===== src/rtl/axi4_lite_reg_slave.sv =====
// ---------------------------------------------------------------------------
// axi4_lite_reg_slave
//
// AXI4-Lite slave exposing REG_COUNT 32-bit read/write registers starting at
// BASE_ADDR. AW and W are captured into independent one-deep latches, in any
// order. The write commits in the same clock edge that makes both latches
// full, so BVALID rises the cycle after the second handshake. Reads return
// the register value sampled at the AR handshake; a same-edge write is not
// visible to that read.
//
// Ports
//   clk, resetn            clock, synchronous active-low reset
//   S_AXI_AW* / S_AXI_W*   write address / write data channels
//   S_AXI_B*               write response channel
//   S_AXI_AR* / S_AXI_R*   read address / read data channels
//   REG_OUT                all register contents, register n at [32n+31:32n]
//   WR_STROBE              one-cycle pulse on bit n when register n is written
// ---------------------------------------------------------------------------
module axi4_lite_reg_slave #(
   parameter int          AXI_DATA_WIDTH = 32,
   parameter int          AXI_ADDR_WIDTH = 32,
   parameter logic [31:0] BASE_ADDR      = 32'h0000_0000,
   parameter int          REG_COUNT      = 16
) (
   input  logic                          clk,
   input  logic                          resetn,
   input  logic [AXI_ADDR_WIDTH-1:0]     S_AXI_AWADDR,
   input  logic                          S_AXI_AWVALID,
   input  logic [2:0]                    S_AXI_AWPROT,
   output logic                          S_AXI_AWREADY,
   input  logic [AXI_DATA_WIDTH-1:0]     S_AXI_WDATA,
   input  logic [AXI_DATA_WIDTH/8-1:0]   S_AXI_WSTRB,
   input  logic                          S_AXI_WVALID,
   output logic                          S_AXI_WREADY,
   output logic [1:0]                    S_AXI_BRESP,
   output logic                          S_AXI_BVALID,
   input  logic                          S_AXI_BREADY,
   input  logic [AXI_ADDR_WIDTH-1:0]     S_AXI_ARADDR,
   input  logic                          S_AXI_ARVALID,
   input  logic [2:0]                    S_AXI_ARPROT,
   output logic                          S_AXI_ARREADY,
   output logic [AXI_DATA_WIDTH-1:0]     S_AXI_RDATA,
   output logic [1:0]                    S_AXI_RRESP,
   output logic                          S_AXI_RVALID,
   input  logic                          S_AXI_RREADY,
   output logic [REG_COUNT*32-1:0]       REG_OUT,
   output logic [REG_COUNT-1:0]          WR_STROBE
);

   localparam int DW   = AXI_DATA_WIDTH;
   localparam int SW   = AXI_DATA_WIDTH / 8;
   localparam int AW   = AXI_ADDR_WIDTH;
   localparam int AWP1 = AXI_ADDR_WIDTH + 1;
   localparam logic [AW-1:0] L_BASE = AW'(BASE_ADDR);
   localparam logic [AW:0]   L_SPAN = AWP1'(4 * REG_COUNT);
   localparam logic [1:0]    L_OKAY   = 2'b00;
   localparam logic [1:0]    L_SLVERR = 2'b10;

   // Subtraction is done one bit wider so an address below BASE_ADDR borrows
   // into the top bit and can never compare as a small in-range offset.
   function automatic logic f_in_range(input logic [AW-1:0] i_addr);
      logic [AW:0] w_diff;
      w_diff = {1'b0, i_addr} - {1'b0, L_BASE};
      return (w_diff < L_SPAN);
   endfunction

   function automatic logic [3:0] f_index(input logic [AW-1:0] i_addr);
      return 4'((i_addr - L_BASE) >> 2);
   endfunction

   function automatic logic [DW-1:0] f_merge(input logic [DW-1:0] i_old,
                                             input logic [DW-1:0] i_new,
                                             input logic [SW-1:0] i_strb);
      logic [DW-1:0] w_res;
      for (int b = 0; b < SW; b++) begin
         w_res[8*b +: 8] = i_strb[b] ? i_new[8*b +: 8] : i_old[8*b +: 8];
      end
      return w_res;
   endfunction

   // Register storage and outputs
   logic [DW-1:0]        r_regs [REG_COUNT];
   logic [REG_COUNT-1:0] r_wr_strobe;

   // Write path state
   logic          r_aw_full;
   logic [AW-1:0] r_aw_addr;
   logic          r_w_full;
   logic [DW-1:0] r_w_data;
   logic [SW-1:0] r_w_strb;
   logic          r_bvalid;
   logic [1:0]    r_bresp;
   logic          r_awready;
   logic          r_wready;

   // Read path state
   logic          r_rvalid;
   logic [DW-1:0] r_rdata;
   logic [1:0]    r_rresp;
   logic          r_arready;

   // Combinational helpers
   logic          w_aw_hs;
   logic          w_w_hs;
   logic          w_aw_avail;
   logic          w_w_avail;
   logic          w_commit;
   logic [AW-1:0] w_cmt_addr;
   logic [DW-1:0] w_cmt_data;
   logic [SW-1:0] w_cmt_strb;
   logic          w_cmt_hit;
   logic [3:0]    w_cmt_idx;
   logic          w_aw_full_nxt;
   logic          w_w_full_nxt;
   logic          w_bvalid_nxt;
   logic          w_ar_hs;
   logic          w_ar_hit;
   logic [3:0]    w_ar_idx;
   logic          w_rvalid_nxt;
   logic [DW-1:0] w_rd_data;
   logic          w_unused_prot;

   assign w_unused_prot = ^{S_AXI_AWPROT, S_AXI_ARPROT};

   // A channel's payload is available either from its latch or from a
   // handshake happening this cycle; the commit uses whichever applies.
   assign w_aw_hs    = S_AXI_AWVALID & r_awready;
   assign w_w_hs     = S_AXI_WVALID & r_wready;
   assign w_aw_avail = r_aw_full | w_aw_hs;
   assign w_w_avail  = r_w_full | w_w_hs;
   assign w_commit   = w_aw_avail & w_w_avail;
   assign w_cmt_addr = r_aw_full ? r_aw_addr : S_AXI_AWADDR;
   assign w_cmt_data = r_w_full ? r_w_data : S_AXI_WDATA;
   assign w_cmt_strb = r_w_full ? r_w_strb : S_AXI_WSTRB;
   assign w_cmt_hit  = f_in_range(w_cmt_addr);
   assign w_cmt_idx  = f_index(w_cmt_addr);

   // Latches never fill while BVALID is high, so a commit and a B handshake
   // cannot coincide.
   assign w_aw_full_nxt = w_commit ? 1'b0 : w_aw_avail;
   assign w_w_full_nxt  = w_commit ? 1'b0 : w_w_avail;
   assign w_bvalid_nxt  = w_commit ? 1'b1 : (r_bvalid & ~S_AXI_BREADY);

   assign w_ar_hs      = S_AXI_ARVALID & r_arready;
   assign w_ar_hit     = f_in_range(S_AXI_ARADDR);
   assign w_ar_idx     = f_index(S_AXI_ARADDR);
   assign w_rvalid_nxt = w_ar_hs ? 1'b1 : (r_rvalid & ~S_AXI_RREADY);

   // Read data multiplexer; out-of-range addresses read as zero.
   always_comb begin
      w_rd_data = '0;
      for (int i = 0; i < REG_COUNT; i++) begin
         w_rd_data = (w_ar_hit && (w_ar_idx == 4'(i))) ? r_regs[i] : w_rd_data;
      end
   end

   // Write address/data latches, write response and write-side ready flags.
   always_ff @(posedge clk) begin
      if (!resetn) begin
         r_aw_full <= 1'b0;
         r_aw_addr <= '0;
         r_w_full  <= 1'b0;
         r_w_data  <= '0;
         r_w_strb  <= '0;
         r_bvalid  <= 1'b0;
         r_bresp   <= L_OKAY;
         r_awready <= 1'b0;
         r_wready  <= 1'b0;
      end else begin
         r_aw_full <= w_aw_full_nxt;
         r_w_full  <= w_w_full_nxt;
         if (w_aw_hs) begin
            r_aw_addr <= S_AXI_AWADDR;
         end
         if (w_w_hs) begin
            r_w_data <= S_AXI_WDATA;
            r_w_strb <= S_AXI_WSTRB;
         end
         r_bvalid <= w_bvalid_nxt;
         if (w_commit) begin
            r_bresp <= w_cmt_hit ? L_OKAY : L_SLVERR;
         end
         r_awready <= ~w_aw_full_nxt & ~w_bvalid_nxt;
         r_wready  <= ~w_w_full_nxt & ~w_bvalid_nxt;
      end
   end

   // Register file update with byte-lane merge and per-register write strobe.
   always_ff @(posedge clk) begin
      if (!resetn) begin
         for (int i = 0; i < REG_COUNT; i++) begin
            r_regs[i] <= '0;
         end
         r_wr_strobe <= '0;
      end else begin
         for (int i = 0; i < REG_COUNT; i++) begin
            if (w_commit && w_cmt_hit && (w_cmt_idx == 4'(i))) begin
               r_regs[i]      <= f_merge(r_regs[i], w_cmt_data, w_cmt_strb);
               r_wr_strobe[i] <= 1'b1;
            end else begin
               r_wr_strobe[i] <= 1'b0;
            end
         end
      end
   end

   // Read response; data is captured from the pre-write register contents.
   always_ff @(posedge clk) begin
      if (!resetn) begin
         r_rvalid  <= 1'b0;
         r_rdata   <= '0;
         r_rresp   <= L_OKAY;
         r_arready <= 1'b0;
      end else begin
         r_rvalid  <= w_rvalid_nxt;
         r_arready <= ~w_rvalid_nxt;
         if (w_ar_hs) begin
            r_rdata <= w_rd_data;
            r_rresp <= w_ar_hit ? L_OKAY : L_SLVERR;
         end
      end
   end

   genvar g;
   for (g = 0; g < REG_COUNT; g++) begin : g_reg_out
      assign REG_OUT[32*g +: 32] = r_regs[g];
   end

   assign WR_STROBE     = r_wr_strobe;
   assign S_AXI_AWREADY = r_awready;
   assign S_AXI_WREADY  = r_wready;
   assign S_AXI_BVALID  = r_bvalid;
   assign S_AXI_BRESP   = r_bresp;
   assign S_AXI_ARREADY = r_arready;
   assign S_AXI_RVALID  = r_rvalid;
   assign S_AXI_RDATA   = r_rdata;
   assign S_AXI_RRESP   = r_rresp;

endmodule


===== config.mk =====
export PLATFORM = sky130hd
export DESIGN_NAME = axi4_lite_reg_slave
export DESIGN_NICKNAME = d
export VERILOG_FILES = /design/src/rtl/axi4_lite_reg_slave.sv
export SDC_FILE = /design/constraint.sdc
export NUM_CORES = 1
export LEC_CHECK = 0
export CAP_MARGIN = 20
export CORE_AREA = 3 3 268 270
export DETAILED_ROUTE_END_ITERATION = 10
export DIE_AREA = 0 0 271 273
export PLACE_DENSITY = 0.67
export SLEW_MARGIN = 15
export SYNTH_ARGS = -nofsm -noshare
export SYNTH_HDL_FRONTEND = slang
export SYNTH_SLANG_ARGS = --single-unit

===== constraint.sdc =====
create_clock -name clk -period 5 [get_ports clk]
set_input_delay 0.5 -clock clk [delete_from_list [all_inputs] [get_ports clk]]
set_output_delay 0.5 -clock clk [all_outputs]
set_load 0.01 [all_outputs]

==> results.cfg <==
[floorplanning]
fp.coreArea_sq_mm = 0.0698
initial_core_util = 0.398
die_area_sq_mm = 0.0740
die_x_um = 271
die_h_um = 273
fp-row-count = 97
ios = 682

[placed_design]
place_area_sq_mm = 0.0359
dpl.cell_count = 3900
gp_congestion = 0.918
port_buffers = 669
hpwl_um = 99700

[drt]
drc = 0
detail_route.vias_per_cell = 5.92
wire_per_inst_um = 32.2
firstDrtPassIters = 9
wirelength_um = 130000
drt_iter0_drc = 3228
ant_nets = 0
vias = 23900

[clock_network]
post_cts_resized = 0
clk_latency_ns = 0.61
cts_made_buffers = 68
cts_tree = built
clockBufferDepth = 3
root_buffer = clkbuf_16
cts.sinks = 635
postCtsSetupRepairBufs = 0
h-tree-depth = 3
cts-hold-fix-buffers = 0
clk_pin_slew_ns = 0.06

[power_and_ir_drop]
p_int_mw = 9.71
combPwrFrac = 0.132
power_leakage_nw = 13.3
p_sw_frac = 0.259
powerDensity_mw_per_mm2 = 344
p_switching_mw = 3.40
p_seq_frac = 0.479
pwr-share-clk = 0.389
vdd_drop_max_mv = 0.195

[logic_synthesis]
synthCells = 2337
synthDistinctLibCells = 67
synth-seq-cells = 635
synth_top_area_frac = 0.553
yosysTopAreaCell = edfxtp_1
synth_warnings = 0
syn_area_per_cell_sq_um = 11.9
yosysSeqAreaShare = 0.642
async_reset_ff_frac = 0
synth_area_leaders = edfxtp_1 (55%), dfxtp_1 (8.9%), nor2_1 (4.2%), nand2_1 (3.0%), mux2i_1 (2.4%)
syn-cell-area_sq_mm = 0.0278
synth_edf_count = 512
synth-main-ff-cell = edfxtp_1

[critical_path]
crit_path_start = r_aw_full$_SDFF_PN0_
cp_max_fo = 22
r2r_slack_ns = 1.24
crit_path_start_kind = flop
ff2ff_path_depth = 6
r2r_end = r_regs[0][128]$_SDFFCE_PN0P_
cp_data_arrival_time_ns = 4.06
worstSetupPathType = flop to flop
worstPathRequired_ns = 5.31
end_kind = flop
reg2reg_from = r_aw_full$_SDFF_PN0_

[cells_and_area]
final_area_sq_mm = 0.0381
layout_commonest_cell = clkdlybuf4s50_1
nets = 3146
fin_cells = 4031
utilization = 0.547
syn_to_final_growth_pct = 37.2
drive_gt1_frac = 0.155
layout_common_cells = clkdlybuf4s50_1 (665), edfxtp_1 (512), nor2_1 (310)

[timing]
hold_viol = 0
timing.slew.headroom = 0.245
fin_setup_tns_ns = 0
holdWs_ns = 0.328
skew_ns = 0.0212
fmax_mhz = 266
setup_violations = 0
fin_crit_ns = 3.76
post-route-period-util = 0.752
rsz0062_at_grt = no
worst_pin_slew_ns = 1.11
drv_slew = 0

[min_path]
holdCritStartpoint = resetn
min_path_type = primary input to flop
holdPathEnd = r_w_strb[0]$_SDFFE_PN0P_
whs_path_depth = 2

[global_route]
grt_pass1_wl_um = 178000
grt_util_all_layers = 0.338
overflow = 0
antenna_found_initial = 5
grt_pass1_vias = 23400
grt_max_degree = 83

[run_status]
status = finished, final reports clean

[run]
max_cap_violations = 0
==> synthesized netlist by cell type (9+ instances only) <==
master,number
a21o_1,11
a222oi_1,23
a21boi_0,68
and2_1,10
o221ai_1,27
buf_12,9
nor2_1,312
buf_2,32
or3_1,12
dfxtp_1,123
o21ai_0,88
nor3_1,26
nand3_1,24
o22ai_1,10
inv_1,21
o21a_1,14
nor2_2,106
mux4_2,11
a22oi_1,22
a221oi_1,19
a31oi_1,25
clkbuf_1,129
mux2_2,32
buf_6,19
mux2i_1,67
nor4_1,23
nor2b_1,47
buf_1,16
o211ai_1,19
a211oi_1,14
o221a_2,9
edfxtp_1,512
or2_2,15
nand2_1,222
a32oi_1,12
a21oi_1,132
==> power groups by stage <==
stage | Clock, mW | Combinational [mW] | Sequential, mW
floorplan | 0 | 0.557 | 6.37
global placement | 0 | 1.68 | 6.38
detailed placement | 0 | 1.70 | 6.38
CTS | 5.13 | 1.70 | 6.27
global route | 5.32 | 1.79 | 6.29
finish | 5.10 | 1.72 | 6.28
==> layout make-up <==
type                       instances  area (sq um)
fill                            5916         31600
tap                              940          1180
timing repair buffer             835          7950
clock buffer                      84          1810
multi-input combinational       1472          8870
inverter                          21          78.8
antenna                            4          10.0
sequential                       635         17800
clock inverter                    40           409
==> worst max-delay path by stage <==
stage | cells after the start | endpoint | slack [ns]
floorplan | 8 | r_regs[0][0]$_SDFFCE_PN0P_ | 1.80
global placement | 8 | r_regs[0][128]$_SDFFCE_PN0P_ | 0.80
detailed placement | 8 | r_regs[0][133]$_SDFFCE_PN0P_ | 0.71
CTS | 6 | r_regs[0][134]$_SDFFCE_PN0P_ | 1.31
global route | 6 | r_regs[0][134]$_SDFFCE_PN0P_ | 1.05
finish | 6 | r_regs[0][128]$_SDFFCE_PN0P_ | 1.24
==> through the flow <==
stage / total power [mW] / setup slack, ns
after floorplan: 6.93 / 1.80
after global placement: 8.06 / 0.800
after detailed placement: 8.08 / 0.708
after CTS: 13.1 / 1.31
after global routing: 13.4 / 1.05
final: 13.1 / 1.24
==> critical path, stage by stage, from the launching register on <==
cell     delay (ns)
dfxtp_1        0.80
nor4b_1        0.43
nand3_1        0.13
a221o_1        0.52
or3_2          0.86
a21oi_1        0.48
buf_4          0.23
==> flip-flops by register name, indices dropped and copies added, names as in the netlist <==
name           count
S_AXI_WREADY       1
WR_STROBE         16
r_aw_full          1
r_w_data          32
S_AXI_BRESP        1
S_AXI_RDATA       32
S_AXI_BVALID       1
r_aw_addr         30
S_AXI_RVALID       1
r_w_strb           4
r_regs           512
S_AXI_RRESP        1
S_AXI_AWREADY      1
r_w_full           1
S_AXI_ARREADY      1
==> cells by family after synthesis <==
kind of cell / share of synthesized area
and+or+nand+nor: 0.141
DFF: 0.642
AOI/OAI and AO/OA: 0.128
buffers and inverters: 0.0437
muxes: 0.0460
other: 0.000135
==> metal layers <==
| layer | GRT usage | routed length (um) | vias up |
|---|---|---|---|
| met1 | 0.411 | 46000 | 11800 |
| li1 | - | - | 9965 |
| met3 | 0.0830 | 14300 | 293 |
| met4 | 0.143 | 5830 | 2 |
| met5 | 0 | 19 | - |
| met2 | 0.576 | 63600 | 1781 |
Power figures use the tool's default switching activity.
